--- config.mk ---
export PLATFORM = sky130hd
export DESIGN_NAME = instr_fetch_unit_flat
export DESIGN_NICKNAME = d
export VERILOG_FILES = /design/src/rtl/instr_fetch_unit_if.sv /design/src/rtl/instr_fetch_unit.sv /design/src/flat_wrapper.sv
export SDC_FILE = /design/constraint.sdc
export NUM_CORES = 1
export LEC_CHECK = 0
export ABC_AREA = 1
export CORE_AREA = 3 3 152 154
export DETAILED_ROUTE_END_ITERATION = 7
export DIE_AREA = 0 0 155 157
export PLACE_DENSITY = 0.63
export SETUP_SLACK_MARGIN = 0.3
export SYNTH_ARGS = -nofsm -noshare
export SYNTH_HDL_FRONTEND = slang
export SYNTH_SLANG_ARGS = --single-unit
--- constraint.sdc ---
create_clock -name clk -period 9.8 [get_ports clk]
set_clock_uncertainty 0.1 [all_clocks]
set_input_delay 1.96 -clock clk [delete_from_list [all_inputs] [get_ports clk]]
set_output_delay 1.96 -clock clk [all_outputs]
set_load 0.02 [all_outputs]
--- src/rtl/instr_fetch_unit_if.sv ---
// Fetch-unit bus bundle: instruction-memory request/response channel plus the
// decode-side handoff. The fetch unit takes the master view.
interface instr_fetch_unit_if;
    logic        imem_req_valid;
    logic        imem_req_ready;
    logic [31:0] imem_req_addr;
    logic        imem_resp_valid;
    logic [31:0] imem_resp_data;
    logic        if_valid;
    logic [31:0] if_pc;
    logic [31:0] if_instr;
    logic        if_fault;
    logic        id_ready;

    modport master (
        output imem_req_valid, imem_req_addr, if_valid, if_pc, if_instr, if_fault,
        input  imem_req_ready, imem_resp_valid, imem_resp_data, id_ready
    );

    modport slave (
        input  imem_req_valid, imem_req_addr, if_valid, if_pc, if_instr, if_fault,
        output imem_req_ready, imem_resp_valid, imem_resp_data, id_ready
    );
endinterface

--- src/rtl/instr_fetch_unit.sv ---
// Fetch stage: one imem read per PC value, results buffered with their PC in a small FIFO.
// Optional FETCH_MISALIGN_TRAP_EN turns misaligned PCs into fault entries and halts fetch.
module instr_fetch_unit #(
    parameter int FIFO_DEPTH = 2
) (
    input  logic               clk,
    input  logic               rst,
    input  logic [31:0]        pc_in,
    input  logic               redirect,
    output logic               pc_inc_en,
    instr_fetch_unit_if.master bus
);
    localparam int PTR_W = $clog2(FIFO_DEPTH);
    localparam int CNT_W = PTR_W + 1;
    localparam logic [CNT_W-1:0] FULL_CNT = CNT_W'(FIFO_DEPTH);
    localparam logic [31:0] NOP_INSTR = 32'h0000_0013;

    typedef enum logic [1:0] {IDLE, REQ, WAIT, HALT} state_t;

    state_t           state;
    logic             drop;
    logic [31:0]      req_pc;
    logic [PTR_W-1:0] wr_ptr;
    logic [PTR_W-1:0] rd_ptr;
    logic [CNT_W-1:0] count;

    logic [31:0] pc_mem    [FIFO_DEPTH];
    logic [31:0] instr_mem [FIFO_DEPTH];
    logic        fault_mem [FIFO_DEPTH];

    logic        has_space;
    logic        misaligned;
    logic [31:0] fetch_addr;
    logic        req_fire;
    logic        trap;
    logic        resp_push;
    logic        push;
    logic        pop;
    logic        head_valid;
    logic [31:0] push_pc;
    logic [31:0] push_instr;

`ifdef FETCH_MISALIGN_TRAP_EN
    assign misaligned = (pc_in[1:0] != 2'b00);
    assign fetch_addr = pc_in;
`else
    assign misaligned = 1'b0;
    assign fetch_addr = {pc_in[31:2], 2'b00};
`endif

    // A redirect cycle never issues: pc_in is about to change under the request.
    assign has_space          = (count < FULL_CNT);
    assign bus.imem_req_valid = (state == REQ) && has_space && !redirect && !misaligned;
    assign bus.imem_req_addr  = (state == REQ) ? fetch_addr : 32'h0;
    assign req_fire           = bus.imem_req_valid && bus.imem_req_ready;
    assign pc_inc_en          = req_fire;

    assign trap       = (state == REQ) && has_space && !redirect && misaligned;
    assign resp_push  = (state == WAIT) && bus.imem_resp_valid && !drop && !redirect;
    assign push       = resp_push || trap;
    assign push_pc    = trap ? pc_in : req_pc;
    assign push_instr = trap ? NOP_INSTR : bus.imem_resp_data;

    assign head_valid   = (count != '0);
    assign pop          = head_valid && bus.id_ready;
    assign bus.if_valid = head_valid;
    assign bus.if_pc    = head_valid ? pc_mem[rd_ptr] : 32'h0;
    assign bus.if_instr = head_valid ? instr_mem[rd_ptr] : 32'h0;
    assign bus.if_fault = head_valid && fault_mem[rd_ptr];

    // NOTE: all state below uses non-blocking assignments so every read in this
    // block sees the pre-edge value, regardless of statement order.
    always_ff @(posedge clk) begin
        if (rst) begin
            state  <= IDLE;
            drop   <= 1'b0;
            req_pc <= 32'h0;
            wr_ptr <= '0;
            rd_ptr <= '0;
            count  <= '0;
        end else begin
            case (state)
                IDLE: state <= REQ;
                REQ: begin
                    if (req_fire) begin
                        req_pc <= pc_in;
                        state  <= WAIT;
                    end else if (trap) begin
                        state <= HALT;
                    end
                end
                WAIT: begin
                    if (bus.imem_resp_valid) begin
                        state <= REQ;
                        drop  <= 1'b0;
                    end else if (redirect) begin
                        drop <= 1'b1;
                    end
                end
                HALT: if (redirect) state <= REQ;
            endcase

            // Redirect flushes the buffer and wins over any same-edge push or pop.
            if (redirect) begin
                wr_ptr <= '0;
                rd_ptr <= '0;
                count  <= '0;
            end else begin
                if (push) wr_ptr <= wr_ptr + PTR_W'(1);
                if (pop)  rd_ptr <= rd_ptr + PTR_W'(1);
                count <= count + CNT_W'(push) - CNT_W'(pop);
            end
        end
    end

    // NOTE: payload storage is deliberately not reset; head_valid gates every read.
    always_ff @(posedge clk) begin
        if (push) begin
            pc_mem[wr_ptr]    <= push_pc;
            instr_mem[wr_ptr] <= push_instr;
            fault_mem[wr_ptr] <= trap;
        end
    end
endmodule
--- src/flat_wrapper.sv ---
// flat-port wrapper written by rule: the top's interface ports become plain ports
module instr_fetch_unit_flat 
#(
    parameter int FIFO_DEPTH = 2
)
  (clk, rst, pc_in, redirect, pc_inc_en, bus_imem_req_valid, bus_imem_req_addr, bus_if_valid, bus_if_pc, bus_if_instr, bus_if_fault, bus_imem_req_ready, bus_imem_resp_valid, bus_imem_resp_data, bus_id_ready);
  instr_fetch_unit_if bus_i ();
  input  logic clk;
  input  logic rst;
  input  logic [31:0] pc_in;
  input  logic redirect;
  output logic pc_inc_en;
  output wire logic [$bits(bus_i.imem_req_valid)-1:0] bus_imem_req_valid;
  output wire logic [$bits(bus_i.imem_req_addr)-1:0] bus_imem_req_addr;
  output wire logic [$bits(bus_i.if_valid)-1:0] bus_if_valid;
  output wire logic [$bits(bus_i.if_pc)-1:0] bus_if_pc;
  output wire logic [$bits(bus_i.if_instr)-1:0] bus_if_instr;
  output wire logic [$bits(bus_i.if_fault)-1:0] bus_if_fault;
  input wire logic [$bits(bus_i.imem_req_ready)-1:0] bus_imem_req_ready;
  input wire logic [$bits(bus_i.imem_resp_valid)-1:0] bus_imem_resp_valid;
  input wire logic [$bits(bus_i.imem_resp_data)-1:0] bus_imem_resp_data;
  input wire logic [$bits(bus_i.id_ready)-1:0] bus_id_ready;
  assign bus_imem_req_valid = bus_i.imem_req_valid;
  assign bus_imem_req_addr = bus_i.imem_req_addr;
  assign bus_if_valid = bus_i.if_valid;
  assign bus_if_pc = bus_i.if_pc;
  assign bus_if_instr = bus_i.if_instr;
  assign bus_if_fault = bus_i.if_fault;
  assign bus_i.imem_req_ready = bus_imem_req_ready;
  assign bus_i.imem_resp_valid = bus_imem_resp_valid;
  assign bus_i.imem_resp_data = bus_imem_resp_data;
  assign bus_i.id_ready = bus_id_ready;
  instr_fetch_unit #(.FIFO_DEPTH(FIFO_DEPTH)) u_core (.clk(clk), .rst(rst), .pc_in(pc_in), .redirect(redirect), .pc_inc_en(pc_inc_en), .bus(bus_i));
endmodule
==> metrics.md <==
| Metric | Value |
|---|---|
| Clock H-tree levels | 4 |
| Vias in the first global route | between 5,000 and 6,000 |
| Die area | around 0.024 sq mm |
| Final Wtd Congestion | 0.747 |
| Aggregate routed wire length | 16.8 mm |
| Total Routing Usage GR | 0.140 |
| Root buf cell | clkbuf_16 |
| CTS tree | done |
| HPWL Detailed | approximately 10 mm |
| Register area share after synthesis | 0.669 |
| Max-cap viol count | 0 |
| Port Buffers | 166 |
| Worst slew margin | 0.338 |
| Crit path from | redirect |
| Hold/Removal Path Class | reg -> reg |
| Skew-Pair Late Insertion Delay | 0.41 ns |
| Worst path max stage delay | 0.65 ns |
| Share of layout cells above drive strength 1 | 0.0522 |
| Yosys warns | 0 |
| CP top delay family | buffers and inverters |
| R2r worst-path depth | 5 |
| Critical-path top delay cell | nand3_2 |
| Vias/cell | 4.42 |
| Status | finished, final reports clean |
| Crit Path Category | in -> out |
| Detailed Route Iter0 Violations | 370 |
| Fill cell count | 2,071 |
| CP Depth | 6 |
| Worst slew pin tran | 0.987 ns |
| Worst setup SP type | input pin |
| First-pass GRT wire length | approximately 27 mm |
| Worst r2r src | u_core.state[0]$_SDFFE_PP0P_ |
| Starting Density | 0.318 |
| Worst-path cell chain | clkdlybuf4s50_1 -> nor2_2 -> buf_4 -> nand3_2 -> inv_1 -> clkdlybuf4s50_1 |
| Cells after Synth | 717 |
| Reg2Reg Setup Slack | 7.29 ns |
| Peak VDD IR | 0.0951 mV |
| Fin nets | approximately 940 |
| Total CTS buffers | 17 |
| Period Utilization, post-route | 0.676 |
| Max Slew Vio Count | 0 |
| Hold-fix buffers at CTS | 0 |
| Reg clk slew, reported paths | ~0.06 ns |
| Avg WL per Cell | between 10 and 15 microns |
| Hold Vio Cnt, Final | 0 |
| Chip width | 155 microns |
| Worst setup path endpoint | pc_inc_en |
| Pleak | 3.69 nW |
| Syn avg cell area | 9.69 sq um |
| Dpl cell area | 0.00884 sq mm |
| RSZ-0062 raised after global routing | false |
| Setup TNS | 0 ns |
| Final setup fails | 0 |
| Final Cell Area | 0.00943 sq mm |
| Worst path most repeated cell | clkdlybuf4s50_1 |
| Largest buffer count on any clock path | 2 |
| Gates resized, CTS repair | 0 |
| Initial antenna violation count | 1 |
| Vias | 5,149 |
| I/O pin count | 170 |
| CP required | 7.74 ns |
| Max Freq | 151 MHz |
| Clock sinks | 168 |
| Critical path buffers and inverters | 4 |
| P per Cell Area | 164 mW/mm^2 |
| Setup crit end kind | output pin |
| Mapped cell area | 0.00695 sq mm |
| DRT Pass-1 Iters | 4 |
| Std cell rows | 54 |
| RR Endpoint | u_core.state[0]$_SDFFE_PP0P_ |
| DRC Markers | 0 |
| ANT nets after route | 0 |
| Number of synthesized register bits | 168 |
| Crit path max fanout | 34 |
| Largest net degree at the start of global routing | 66 |
| Synth-to-Final Area Change | 35.8% |
| Congestion Overflow GR | 0 |
| Min Tclk post-route | around 6.6 ns |
| Yosys cell types | 20 |
| Critical Path AT | 4.57 ns |
| Die Span Y | between 150 and 200 microns |
| Core area | 0.0218 sq mm |
| Post-CTS Setup Bufs | 0 |
[how the worst min path moves through the flow]
stage | cells past startpoint | to | slack, ns | startpoint
after global routing | 0 | u_core.pc_mem[1][29]$_DFFE_PP_ | 0.36 | u_core.push_pc[29]$_SDFFE_PP0P_
after detailed placement | 0 | u_core.pc_mem[1][22]$_DFFE_PP_ | 0.34 | u_core.push_pc[22]$_SDFFE_PP0P_
final | 0 | u_core.pc_mem[1][24]$_DFFE_PP_ | 0.35 | u_core.push_pc[24]$_SDFFE_PP0P_
after floorplan | 0 | u_core.pc_mem[0][0]$_DFFE_PP_ | 0.33 | u_core.push_pc[0]$_SDFFE_PP0P_
after CTS | 0 | u_core.pc_mem[1][10]$_DFFE_PP_ | 0.35 | u_core.push_pc[10]$_SDFFE_PP0P_
after global placement | 0 | u_core.pc_mem[0][6]$_DFFE_PP_ | 0.33 | u_core.push_pc[6]$_SDFFE_PP0P_
[per-layer routing]
metal  global-route usage  share of wire  vias to the layer above
li1                     -              -                     2589
met5                    0              0                        -
met4               0.0433          0.016                        0
met1                0.175           0.44                     2387
met2                0.235           0.48                      157
met3               0.0412          0.067                       16
[state kept, by name, indices dropped and copies added (netlist names), named ones only]
name and count:
u_core.state 2, u_core.wr_ptr 1, u_core.rd_ptr 1, u_core.instr_mem 64, u_core.pc_mem 64, u_core.push_pc 32
u_core.count 2, u_core.drop 1
[placed cells by master (no fill, tap or decap), types with 2 or more instances in the layout]
cell and instances:
nand2_1 205, clkdlybuf4s50_1 166, edfxtp_1 128, inv_1 112
nor2_1 74, a21oi_1 67, dfxtp_1 39, nand4_1 33
clkbuf_16 18, buf_4 7, clkinv_4 4, inv_2 3
nor2_4 3, conb_1 3, diode_2 2, nand3_1 2
o21ai_0 2, ha_1 2, clkinvlp_4 2, inv_6 2
clkbuf_1 2
[Yosys cell counts]
master	instances	area (sq um)
inv_2	2	7.51
clkinv_1	1	3.75
buf_1	1	3.75
conb_1	1	3.75
nor2_1	76	285
ha_1	2	25.0
dfxtp_1	40	801
nand3_1	2	10.0
nor2_4	1	11.3
buf_4	3	22.5
nand3_2	1	10.0
inv_1	113	424
nor2_2	1	6.26
buf_2	19	95.1
clkbuf_1	19	71.3
o21ai_0	2	10.0
nand2_1	205	769
edfxtp_1	128	3840
nand4_1	33	206
a21oi_1	67	335
[logic make-up (layout without fill, tap and decap cells)]
group	after synthesis	in the layout	synth area share
buffers and inverters	158	321	0.0904
AOI/OAI and AO/OA	69	69	0.0497
DFF	168	168	0.669
adders and majority gates	2	2	0.00360
other	1	5	0.000540
and+or+nand+nor	319	319	0.187
[through the flow]
step	instances	worst slack [ns]	hold slack, ns	total power [mW]	util
floorplan	719	4.18	0.326	0.851	-
global placement	1130	3.15	0.331	0.908	0.405
detailed placement	1130	3.14	0.338	0.909	0.405
CTS	1162	3.13	0.353	1.56	0.432
global route	1163	3.00	0.359	1.60	0.432
finish	1164	3.17	0.354	1.54	0.432
[area by class of cell]
cell class                      instances  area, sq um  area share
Multi-Input combinational cell        393         1700       0.180
Inverter                              116          435      0.0462
Sequential cell                       168         4650       0.493
Clock inverter                         11          114      0.0121
Clock buffer                           21          472      0.0500
Timing Repair Buffer                  173         1710       0.182
Antenna cell                            2         5.00    0.000531
Tap cell                              280          350      0.0371
[power breakdown]
group / total, mW / switching [mW] / internal [mW]
combinational: 0.114 / 0.0599 / 0.0539
sequential: 0.780 / 0.00603 / 0.774
clock: 0.648 / 0.272 / 0.376
No activity file was read; power rests on OpenSTA's default activity.
